**src/rtl/retire_queue_pkg.sv**
```systemverilog
// Shared sizing for the retire queue: default data width, depth, tag width and pointer width.
// Pointers carry one extra wrap bit above the tag so full and empty stay distinguishable.
package retire_queue_pkg;

  localparam int RQ_WIDTH = 32;
  localparam int RQ_SIZE  = 16;
  localparam int RQ_TAG_W = 4;
  localparam int RQ_PTR_W = RQ_TAG_W + 1;

  function automatic int ptr_width(input int tag_w);
    return tag_w + 1;
  endfunction

endpackage

```
**src/rtl/retire_queue_entry.sv**
```systemverilog
// One retire-queue slot: done flag plus result data; clear beats set in the same cycle.
// Single-cycle update on i_clk, no backpressure (always accepts set/clear).
module retire_queue_entry
  import retire_queue_pkg::*;
#(
  parameter int WIDTH = RQ_WIDTH
) (
  input  logic             i_clk,
  input  logic             i_rst_n,
  input  logic             i_set,
  input  logic             i_clr,
  input  logic [WIDTH-1:0] i_d,
  output logic             o_done,
  output logic [WIDTH-1:0] o_data
);

  logic             done_q;
  logic [WIDTH-1:0] data_q;

  always_ff @(posedge i_clk or negedge i_rst_n) begin
    if (!i_rst_n) begin
      done_q <= 1'b0;
      data_q <= '0;
    end else begin
      if (i_clr) begin
        done_q <= 1'b0;
      end else if (i_set) begin
        done_q <= 1'b1;
      end
      if (i_set) begin
        data_q <= i_d;
      end
    end
  end

  assign o_done = done_q;
  assign o_data = data_q;

endmodule

```
**src/rtl/retire_queue.sv**
```systemverilog
// In-order retire queue: alloc at tail, out-of-order completion by tag, valid/ready retire at head.
// Completion visible to retire one cycle later; alloc blocked by registered full; optional o_err via RETIRE_QUEUE_ERR_EN.
module retire_queue
  import retire_queue_pkg::*;
#(
  parameter int WIDTH = RQ_WIDTH,
  parameter int SIZE  = RQ_SIZE,
  parameter int TAG_W = RQ_TAG_W
) (
  input  logic             i_clk,
  input  logic             i_rst_n,
  input  logic             i_alloc,
  output logic [TAG_W-1:0] o_alloc_tag,
  output logic             o_full,
  output logic             o_empty,
  output logic [TAG_W:0]   o_count,
  input  logic             i_cmp_valid,
  input  logic [TAG_W-1:0] i_cmp_tag,
  input  logic [WIDTH-1:0] i_cmp_data,
  output logic             o_ret_valid,
  output logic [TAG_W-1:0] o_ret_tag,
  output logic [WIDTH-1:0] o_ret_data,
  input  logic             i_ret_ready,
  input  logic             i_flush
`ifdef RETIRE_QUEUE_ERR_EN
  ,
  output logic             o_err
`endif
);

  localparam int PTR_W = ptr_width(TAG_W);

  logic [PTR_W-1:0] head_q, head_d;
  logic [PTR_W-1:0] tail_q, tail_d;
  logic [PTR_W-1:0] count;
  logic [TAG_W-1:0] head_idx, tail_idx, cmp_off;
  logic             full, empty, in_range;
  logic             alloc_acc, cmp_acc, ret_fire;
  logic [SIZE-1:0]  done_w, set_w, clr_w;
  logic [WIDTH-1:0] data_w [SIZE];

  assign count    = tail_q - head_q;
  assign full     = (count == PTR_W'(SIZE));
  assign empty    = (count == '0);
  assign head_idx = head_q[TAG_W-1:0];
  assign tail_idx = tail_q[TAG_W-1:0];

  // Offset from head, modulo SIZE; the tag is live iff that offset is below count.
  // The slot being allocated right now sits at offset count, so it is never live.
  assign cmp_off  = i_cmp_tag - head_idx;
  assign in_range = ({1'b0, cmp_off} < count);

  assign alloc_acc = i_alloc & ~full & ~i_flush;
  assign cmp_acc   = i_cmp_valid & in_range & ~i_flush;
  assign ret_fire  = o_ret_valid & i_ret_ready & ~i_flush;

  always_comb begin
    head_d = head_q;
    tail_d = tail_q;
    if (i_flush) begin
      head_d = '0;
      tail_d = '0;
    end else begin
      if (alloc_acc) tail_d = tail_q + PTR_W'(1);
      if (ret_fire)  head_d = head_q + PTR_W'(1);
    end
  end

  always_ff @(posedge i_clk or negedge i_rst_n) begin
    if (!i_rst_n) begin
      head_q <= '0;
      tail_q <= '0;
    end else begin
      head_q <= head_d;
      tail_q <= tail_d;
    end
  end

  always_comb begin
    set_w = '0;
    clr_w = '0;
    if (i_flush) begin
      clr_w = '1;
    end else begin
      if (alloc_acc) clr_w[tail_idx]  = 1'b1;
      if (ret_fire)  clr_w[head_idx]  = 1'b1;
      if (cmp_acc)   set_w[i_cmp_tag] = 1'b1;
    end
  end

  for (genvar g = 0; g < SIZE; g++) begin : g_entry
    retire_queue_entry #(
      .WIDTH(WIDTH)
    ) u_entry (
      .i_clk  (i_clk),
      .i_rst_n(i_rst_n),
      .i_set  (set_w[g]),
      .i_clr  (clr_w[g]),
      .i_d    (i_cmp_data),
      .o_done (done_w[g]),
      .o_data (data_w[g])
    );
  end

  assign o_alloc_tag = tail_idx;
  assign o_full      = full;
  assign o_empty     = empty;
  assign o_count     = count;
  assign o_ret_valid = ~empty & done_w[head_idx];
  assign o_ret_tag   = head_idx;
  assign o_ret_data  = data_w[head_idx];

`ifdef RETIRE_QUEUE_ERR_EN
  logic err_q;

  always_ff @(posedge i_clk or negedge i_rst_n) begin
    if (!i_rst_n) begin
      err_q <= 1'b0;
    end else if (i_flush) begin
      err_q <= 1'b0;
    end else if ((i_alloc & full) | (i_cmp_valid & ~in_range)) begin
      err_q <= 1'b1;
    end
  end

  assign o_err = err_q;
`endif

endmodule

```
**config.mk**
```make
export PLATFORM = sky130hd
export DESIGN_NAME = retire_queue
export DESIGN_NICKNAME = d
export VERILOG_FILES = /design/src/rtl/retire_queue_pkg.sv /design/src/rtl/retire_queue_entry.sv /design/src/rtl/retire_queue.sv
export SDC_FILE = /design/constraint.sdc
export NUM_CORES = 1
export LEC_CHECK = 0
export ABC_AREA = 0
export CAP_MARGIN = 20
export CORE_MARGIN = 2
export CORE_UTILIZATION = 40
export CTS_CLUSTER_DIAMETER = 100
export CTS_CLUSTER_SIZE = 12
export DETAILED_ROUTE_END_ITERATION = 10
export PLACE_DENSITY = 0.61
export SETUP_SLACK_MARGIN = 0.1
export SLEW_MARGIN = 25
export SYNTH_ARGS = -nofsm -noshare
export SYNTH_HDL_FRONTEND = slang
export SYNTH_HIERARCHICAL = 1
export SYNTH_SLANG_ARGS = --single-unit
```
**constraint.sdc**
```tcl
create_clock -name i_clk -period 4.3 [get_ports i_clk]
set_clock_uncertainty 0.1 [all_clocks]
set_input_delay 0.43 -clock i_clk [delete_from_list [all_inputs] [get_ports i_clk]]
set_output_delay 0.43 -clock i_clk [all_outputs]
set_load 0.03 [all_outputs]
```
==> results.md, run 1 <==
- The run finished with clean final reports.
- The total of endpoints with negative setup slack in the final report is 0.
- Pin placement for this block handled 90 I/O pins.
- Signal routing reaches up to met5.
- The worst min-delay path category is in2async.
- The number of nets with antenna violations after detailed routing is 0.
- The final-report max-slew violation count is 0.
- The maximum clock frequency is between 200 and 300 MHz.
- Counting flops with a built-in enable in the synthesized netlist gives 0.
- The worst setup path is of the reg2reg kind.
- For this run, design rule violations remaining after detail routing come to 0.
- Counting the fill cells in the layout gives about 5.8k.
- Across all register-to-register paths, the minimum setup slack is roughly 320 ps.
- Clock-pin slew was measured on the worst setup and hold paths at 60 ps.
- Port buffering added roughly 90 buffers.
- The worst ir drop on vdd is ~0.28 mV.
- The post-detailed-route via-to-cell ratio is about 5.5.
- STA puts the critical path data arrival time at approximately 4300 ps.
- The global route total overflow is 0.
- The capturing element type of the critical path is a register.
- When the netlist entered floorplanning its net count stood at between 1.5k and 2k.
- Max-cap violations in this run came to 0.
- The maximum fanout count along the critical path is 16.
- The final antenna diode count is 0.
- The CTS tree is done.
- The final wirelength is 63600 µm.
- Among all flip-flop cells after synthesis, the most frequent one is sky130_fd_sc_hd__dfrtp_1.
- The layout cell share with drive strength beyond 1 is a little over half.
- The last weighted congestion value of the routability-driven placer is approximately 0.76.
- The most critical setup path has its startpoint at tail_q[0].
- Setup repair after global routing could not meet its margin everywhere.
- Summing over every cut layer, the via total after detailed routing is roughly 14k.
- The register bit count reported by yosys is ~540.
- In the post-synthesis netlist, the cell with the most instances is sky130_fd_sc_hd__dfrtp_1.
- The clock period could shrink to roughly 4000 ps.
- The worst flop-to-flop path endpoint is g_entry[4].u_entry/o_data[18].
- Buffers inserted during clock tree synthesis total 50.
- From left edge to right edge, the die measures 266 µm.
- For this block, wires on met1 add up to just under 30000 µm.
- The first-pass detailed-route iteration total is 5.
- The share of Yosys cell area claimed by the top area cell type is approximately half.
- After floorplanning, the core was divided into 95 placement rows.
- The core area is 67500 µm².
- The first global-routing pass estimated between 90000 and 100000 µm of wire.
- Averaged over all synthesized cells, the footprint is roughly 18 µm².
- The floorplan step defined a die boundary enclosing between 70000 and 80000 µm².
- The met3 wire length is between 2000 and 3000 µm.
- Sorting the synthesized cells by how often they occur yields sky130_fd_sc_hd__dfrtp_1 (538), sky130_fd_sc_hd__mux2_4 (464), sky130_fd_sc_hd__mux4_2 (164), sky130_fd_sc_hd__buf_12 (48), sky130_fd_sc_hd__mux2_2 (48).
- The count of cell types in the netlist is 50.
- The cell at the root of the clock tree is sky130_fd_sc_hd__clkbuf_16.
- The pin slew with the least headroom to its limit is around 1000 ps.
- In this run the worst setup path terminates at g_entry[4].u_entry/o_data[18].
- The overall fraction of global-route tracks in use is between 10% and 20%.
- In this run, the number of DRC markers left after iteration 0 of detailed routing was between 900 and 1k.
- The post-route setup TNS is 0 ps.
- The number of sinks handled by clock tree synthesis is 538.
- By area the synthesized netlist is led by sky130_fd_sc_hd__dfrtp_1 (49%), sky130_fd_sc_hd__mux2_4 (25%), sky130_fd_sc_hd__mux4_2 (13%).
- The async set or reset register ratio after synthesis is 100%.
- The initial antenna violation count came to 2.
- From synthesis to final layout, the design area changed by 10.5%.
- The Yosys step of the flow raised 6 warnings.
- The largest net degree at the start of global routing is 138.
- The critical register-to-register path startpoint is tail_q[0].
- The number of nets in the final layout is 1665.
- The fraction of the yosys area taken by sequential cells is 49.1%.
- The leakage component of the power is between 10 and 15 nW.
- The via count of the first global-routing pass was ~15k.
- The most area-hungry cell type in the Yosys netlist is sky130_fd_sc_hd__dfrtp_1.
- The worst path uses roughly 93% of the clock period.
- The H-tree was split into 2 levels.
- For this run, the share of the core covered by cells in the final layout is ~45%.
- The half-perimeter wire length after detailed placement is about 37000 µm.
- The count of mapped cells out of synthesis is 1518.
- The depth of the worst register-to-register path is 14.
- The final routed wire length divided by cell count is around 26 µm.
- The worst hold-check slack is roughly 220 ps.
- The worst-case clock buffer depth is 3.
- Clock latency on the worst-skew pair, taken at its later pin, is ~600 ps.
- The count of endpoints failing hold in the final timing report is 0.
- The initial utilization of the core area, before any placement, comes to between 40 and 50%.
- The height of the chip is ~270 µm.
- The worst setup path is launched from a register.
- The amount of wire on met2 after detailed routing is between 30000 and 40000 µm.
- At the worst endpoint, the required time is 4650 ps.
- The relative slew slack is 32.9%.
- The cell area after synthesis is roughly 27000 µm².
- The ratio of total power to cell area is 425 nW/µm².
## worst max-delay path: stages (launching register included)
cell                      delay (ps)
sky130_fd_sc_hd__dfrtp_1         460
sky130_fd_sc_hd__inv_1           150
sky130_fd_sc_hd__ha_1            180
sky130_fd_sc_hd__inv_1            50
sky130_fd_sc_hd__fa_2            570
sky130_fd_sc_hd__inv_1            60
sky130_fd_sc_hd__ha_1            290
sky130_fd_sc_hd__a21o_1          160
sky130_fd_sc_hd__a21o_1          170
sky130_fd_sc_hd__a21oi_1         180
sky130_fd_sc_hd__o21ai_2         290
sky130_fd_sc_hd__nor4_2          480
sky130_fd_sc_hd__buf_4           220
sky130_fd_sc_hd__buf_12          150
sky130_fd_sc_hd__mux2_4          300
## final cells by class
class	instances	area (µm²)	share of cell area [%]
Multi-Input combinational cell	847	12600	41.5
Clock buffer	53	1290	4.27
Inverter	16	61.3	0.202
Sequential cell	538	13500	44.5
Timing Repair Buffer	150	1770	5.85
Tap cell	873	1090	3.61
Clock inverter	2	28.8	0.0950
## state kept, by name (all words and copies together) (netlist names)
register	cells
g_entry.u_entry/o_data	512
g_entry.u_entry/o_done	16
head_q	5
tail_q	5
## through the flow
stage,instance area (µm²),power [mW],std cells,setup slack [ps]
after CTS,30200,13.0,2478,135
after global placement,28900,8.88,2422,145
after global routing,30300,13.5,2479,56.1
after detailed placement,28900,8.96,2422,114
after floorplan,27400,8.20,1518,182
final,30300,12.9,2479,315
## worst min-delay path by stage
stage                               startpoint                            to  slack (ps)
floorplan                              i_rst_n  g_entry[0].u_entry/o_data[0]          30
finish                                 i_rst_n                     tail_q[3]         220
global placement     g_entry[6].u_entry/o_done     g_entry[6].u_entry/o_done         370
CTS                 g_entry[15].u_entry/o_done    g_entry[15].u_entry/o_done         390
detailed placement  g_entry[15].u_entry/o_done    g_entry[15].u_entry/o_done         380
global route                           i_rst_n                     tail_q[3]         240
## metal layers
metal,vias up,track usage [%]
li1,5815,-
met1,7490,26.9
met2,290,29.1
met3,90,3.02
met4,4,4.30
met5,-,0
## timing repair
action,CTS,global route
setup buffers,0,0
gates resized for setup,3,2
hold buffers,1,0
setup endpoints to repair,3,33
endpoints found under the hold margin,106,0
pin swaps,0,0
## layout by cell type, fill, tap and decap left out, types with 9 or more instances in the layout
master and n:
sky130_fd_sc_hd__nor2_1 15, sky130_fd_sc_hd__clkbuf_16 51, sky130_fd_sc_hd__mux4_2 164, sky130_fd_sc_hd__mux2_2 48, sky130_fd_sc_hd__nand2_1 9, sky130_fd_sc_hd__dfrtp_1 535
sky130_fd_sc_hd__o21ba_2 16, sky130_fd_sc_hd__a31oi_1 12, sky130_fd_sc_hd__mux2_4 464, sky130_fd_sc_hd__buf_12 31, sky130_fd_sc_hd__nor3_2 10, sky130_fd_sc_hd__buf_4 26
sky130_fd_sc_hd__o21ai_0 14, sky130_fd_sc_hd__inv_1 14, sky130_fd_sc_hd__clkdlybuf4s50_1 85, sky130_fd_sc_hd__ha_1 18
## cells by family after synthesis
family	synth area share, %
buffers and inverters	5.41
adders and majority gates	0.968
muxes	41.0
xor gates and xnor gates	0.347
AOI/OAI and AO/OA	1.63
DFF	49.1
and+or+nand+nor	1.54
## power by group
part / internal (mW) / switching (mW) / total (mW)
sequential: 5.95 / 0.499 / 6.44
clock: 2.11 / 1.88 / 3.99
combinational: 1.64 / 0.802 / 2.44
total: 9.69 / 3.18 / 12.9
No activity file was read; power rests on OpenSTA's default activity.
==> run 2: changes to the inputs <==
--- a/config.mk
+++ b/config.mk
@@ -5,13 +5,13 @@
 export SDC_FILE = /design/constraint.sdc
 export NUM_CORES = 1
 export LEC_CHECK = 0
-export ABC_AREA = 0
 export CAP_MARGIN = 20
 export CORE_MARGIN = 2
 export CORE_UTILIZATION = 40
 export CTS_CLUSTER_DIAMETER = 100
 export CTS_CLUSTER_SIZE = 12
 export DETAILED_ROUTE_END_ITERATION = 10
+export HOLD_SLACK_MARGIN = 0.15
 export PLACE_DENSITY = 0.61
 export SETUP_SLACK_MARGIN = 0.1
 export SLEW_MARGIN = 25
==> results of run 2 <==
No change in the layout: final DEF, timing and power equal those of run 1.
==> run 3: changes to the inputs <==
--- a/config.mk
+++ b/config.mk
@@ -6,6 +6,7 @@
 export NUM_CORES = 1
 export LEC_CHECK = 0
 export CAP_MARGIN = 20
+export CORE_ASPECT_RATIO = 0.75
 export CORE_MARGIN = 2
 export CORE_UTILIZATION = 40
 export CTS_CLUSTER_DIAMETER = 100
==> results.md, run 3 (synthesis results as in run 1) <==
- The final routed wire length divided by cell count is 25.2 µm (-2.0%).
- The clock latency on the worst-skew pair came to 590 ps (about the same).
- The total number of vias came to 13.7k (-0.19%).
- The maximum fanout count along the critical path came to 29 (+13).
- The final wirelength is 62500 µm (-1.8%).
- Leaving out fill and tap cells, the most frequent cell in the layout is sky130_fd_sc_hd__dfrtp_1.
- The number of nets in the final layout was 1651 (-0.84%).
- The total CTS buffers was 50 (unchanged).
- The global-route wire length before repair came to 98900 µm (-0.71%).
- The H-tree depth is 2 (unchanged).
- Relative to the synthesized area, the layout overhead comes to 9.97%.
- The worst ir drop on vdd is 0.268 mV (-5.7%).
- The critical path goes through buf_4 -> mux4_2 -> mux4_2 -> clkdlybuf4s50_1.
- The post-detailed-route via-to-cell ratio is 5.50 (-0.39%).
- The initial antenna violation count is 1 (-1).
- The die boundary width is 306 µm (+15%).
- The layout cell share with drive strength beyond 1 is 51.8% (-0.42 points).
- The final-layout fill cell count is 5854 (+1.2%).
- The final antenna diode count was 0 (unchanged).
- The placement-stage cell area is 28800 µm² (-0.54%).
- The largest net degree at the start of global routing is 138 (unchanged).
- The number of flip-flops in the largest register is 512 (unchanged).
- The area of the die is 70700 µm² (about the same).
- The worst min-delay path category is in2async.
- The total of endpoints with negative setup slack in the final report is 0 (unchanged).
- The number of maximum-capacitance constraint violations is 0 (unchanged).
- The critical path's slowest cell is sky130_fd_sc_hd__mux4_2.
- The setup fix buffers added after clock tree synthesis came to 0 (unchanged).
- The first-pass detailed-route iteration total is 5 (unchanged).
- The worst slack at placement is 133 ps (+19.0 ps).
- The number of sinks handled by clock tree synthesis is 538 (unchanged).
- The most frequent cell on the critical path is sky130_fd_sc_hd__mux4_2.
- The required time of the critical path is 3770 ps (-880 ps).
- STA classifies the critical path startpoint as a register.
- Setup repair after global routing could not meet its margin everywhere.
- The run finished with clean final reports.
- The relative slew slack came to 32.1% (-0.79 points).
- The pin slew with the least headroom to its limit came to 1020 ps (+11.8 ps).
- TritonCTS built the clock tree.
- The arrival time reported for the critical path endpoint is 3500 ps (-840 ps).
- The maximum clock frequency is 248 MHz (-1.1%).
- The count of endpoints failing hold in the final timing report is 0 (unchanged).
- The number of buffer cells added on primary ports was 89 (unchanged).
- The post-route worst setup slack was 269 ps (-46.1 ps).
- STA classifies the critical path endpoint as an output pin.
- The global route total overflow is 0 (unchanged).
- The number of design-rule violations left by the first detailed-router iteration is 1062 (+13%).
- The minimum clock period after layout was 4030 ps (+46.1 ps).
- The area of all placed cells without fillers is 30100 µm² (-0.47%).
- The clock transition at the register clock pins on the worst setup and hold paths after CTS is 70 ps (about the same).
- The top-level I/O count is 90 (unchanged).
- The leakage component of the power is 13.2 nW (-0.63%).
- The half-perimeter wire length after detailed placement is 33400 µm (-9.8%).
- The worst hold-check slack came to 317 ps (+100 ps).
- The last weighted congestion value of the routability-driven placer is 0.762 (+0.34%).
- The final period utilization is 93.7% (+1.1 points).
- The final routed DRC violation total came to 0 (unchanged).
- The core area is 68100 µm² (+0.90%).
- CTS placed an instance of sky130_fd_sc_hd__clkbuf_16 at the clock tree root.
- The via count of the first global-routing pass is 15.2k (+0.31%).
- The number of nets with antenna violations after detailed routing is 0 (unchanged).
- The total power is 12.8 mW (-0.38%).
- The overall fraction of global-route tracks in use came to 18.3% (-0.23 points).
- The initial standard-cell utilization of the core is 40.2% (-0.36 points).
- The post-route setup TNS is 0 ps (unchanged).
- The worst-case clock buffer depth was 3 (unchanged).
- The final-report max-slew violation count was 0 (unchanged).
- The height of the chip was 231 µm (-13%).
- The delay contributed by the slowest stage of the critical path came to 640 ps (+70 ps).
- The count of standard-cell rows is 83 (-13%).
- The critical setup path kind is reg2out.
- The top cell types in the final layout, fill and taps aside, are sky130_fd_sc_hd__dfrtp_1 (535), sky130_fd_sc_hd__mux2_4 (464), sky130_fd_sc_hd__mux4_2 (164), sky130_fd_sc_hd__clkdlybuf4s50_1 (85), sky130_fd_sc_hd__clkbuf_16 (51).
- The ratio of total power to cell area is 425 nW/µm² (about the same).
==> run 3: layer usage <==
metal	global-route usage (%)	wire, µm	vias up
li1	-	-	5789
met1	28.4	31200	7508
met2	27.0	27800	294
met3	2.72	2570	70
met4	3.92	961	2
met5	0	13	-
==> run 3: worst paths after layout <==
path | start | endpoint | slack, ps | cells past startpoint
min | i_rst_n | g_entry[12].u_entry/o_data[12] | 320 | 2
max | head_q[0] | o_ret_data[0] | 270 | 4
max in group asynchronous | i_rst_n | g_entry[12].u_entry/o_data[1] | 2680 | 3
max reg2reg | tail_q[0] | g_entry[8].u_entry/o_data[30] | 320 | 13
min in group i_clk | g_entry[10].u_entry/o_done | g_entry[10].u_entry/o_done | 390 | 1
min reg2reg | g_entry[10].u_entry/o_done | g_entry[10].u_entry/o_done | 390 | 1
==> run 3: per-stage QoR <==
stage,std cells,util (%)
3_5_place_dp,2427,42.2
3_3_place_gp,2427,42.2
5_1_grt,2484,44.2
4_1_cts,2484,44.2
6_report,2484,44.2
2_1_floorplan,1518,-
==> run 3: layout make-up <==
| type | instances | area [µm²] | area share [%] |
|---|---|---|---|
| Clock buffer | 53 | 1290 | 4.29 |
| Multi-Input combinational cell | 847 | 12600 | 41.7 |
| Timing Repair Buffer | 136 | 1600 | 5.30 |
| Inverter | 16 | 61.3 | 0.203 |
| Sequential cell | 538 | 13500 | 44.7 |
| Clock inverter | 2 | 28.8 | 0.0955 |
| Tap cell | 892 | 1120 | 3.70 |
==> run 3: critical path: cells and delay by family (launching register included) <==
family	cells	cell delay [ps]
buffers and inverters	2	1160
multiplexers	2	1200
flip-flops	1	530
==> run 3: where the power goes <==
group	switching [mW]	total (mW)	leakage, nW	internal (mW)
clock network	1.86	3.97	0.651	2.11
logic	0.794	2.42	5.38	1.63
registers	0.485	6.43	7.21	5.95
total	3.14	12.8	13.2	9.69
==> run 3: timing repair <==
action                     CTS  global route
hold endpoints to repair    65             0
setup endpoints to repair   23            11
hold buffers                 1             0
gates cloned                 1             0
gates resized for setup      3             2
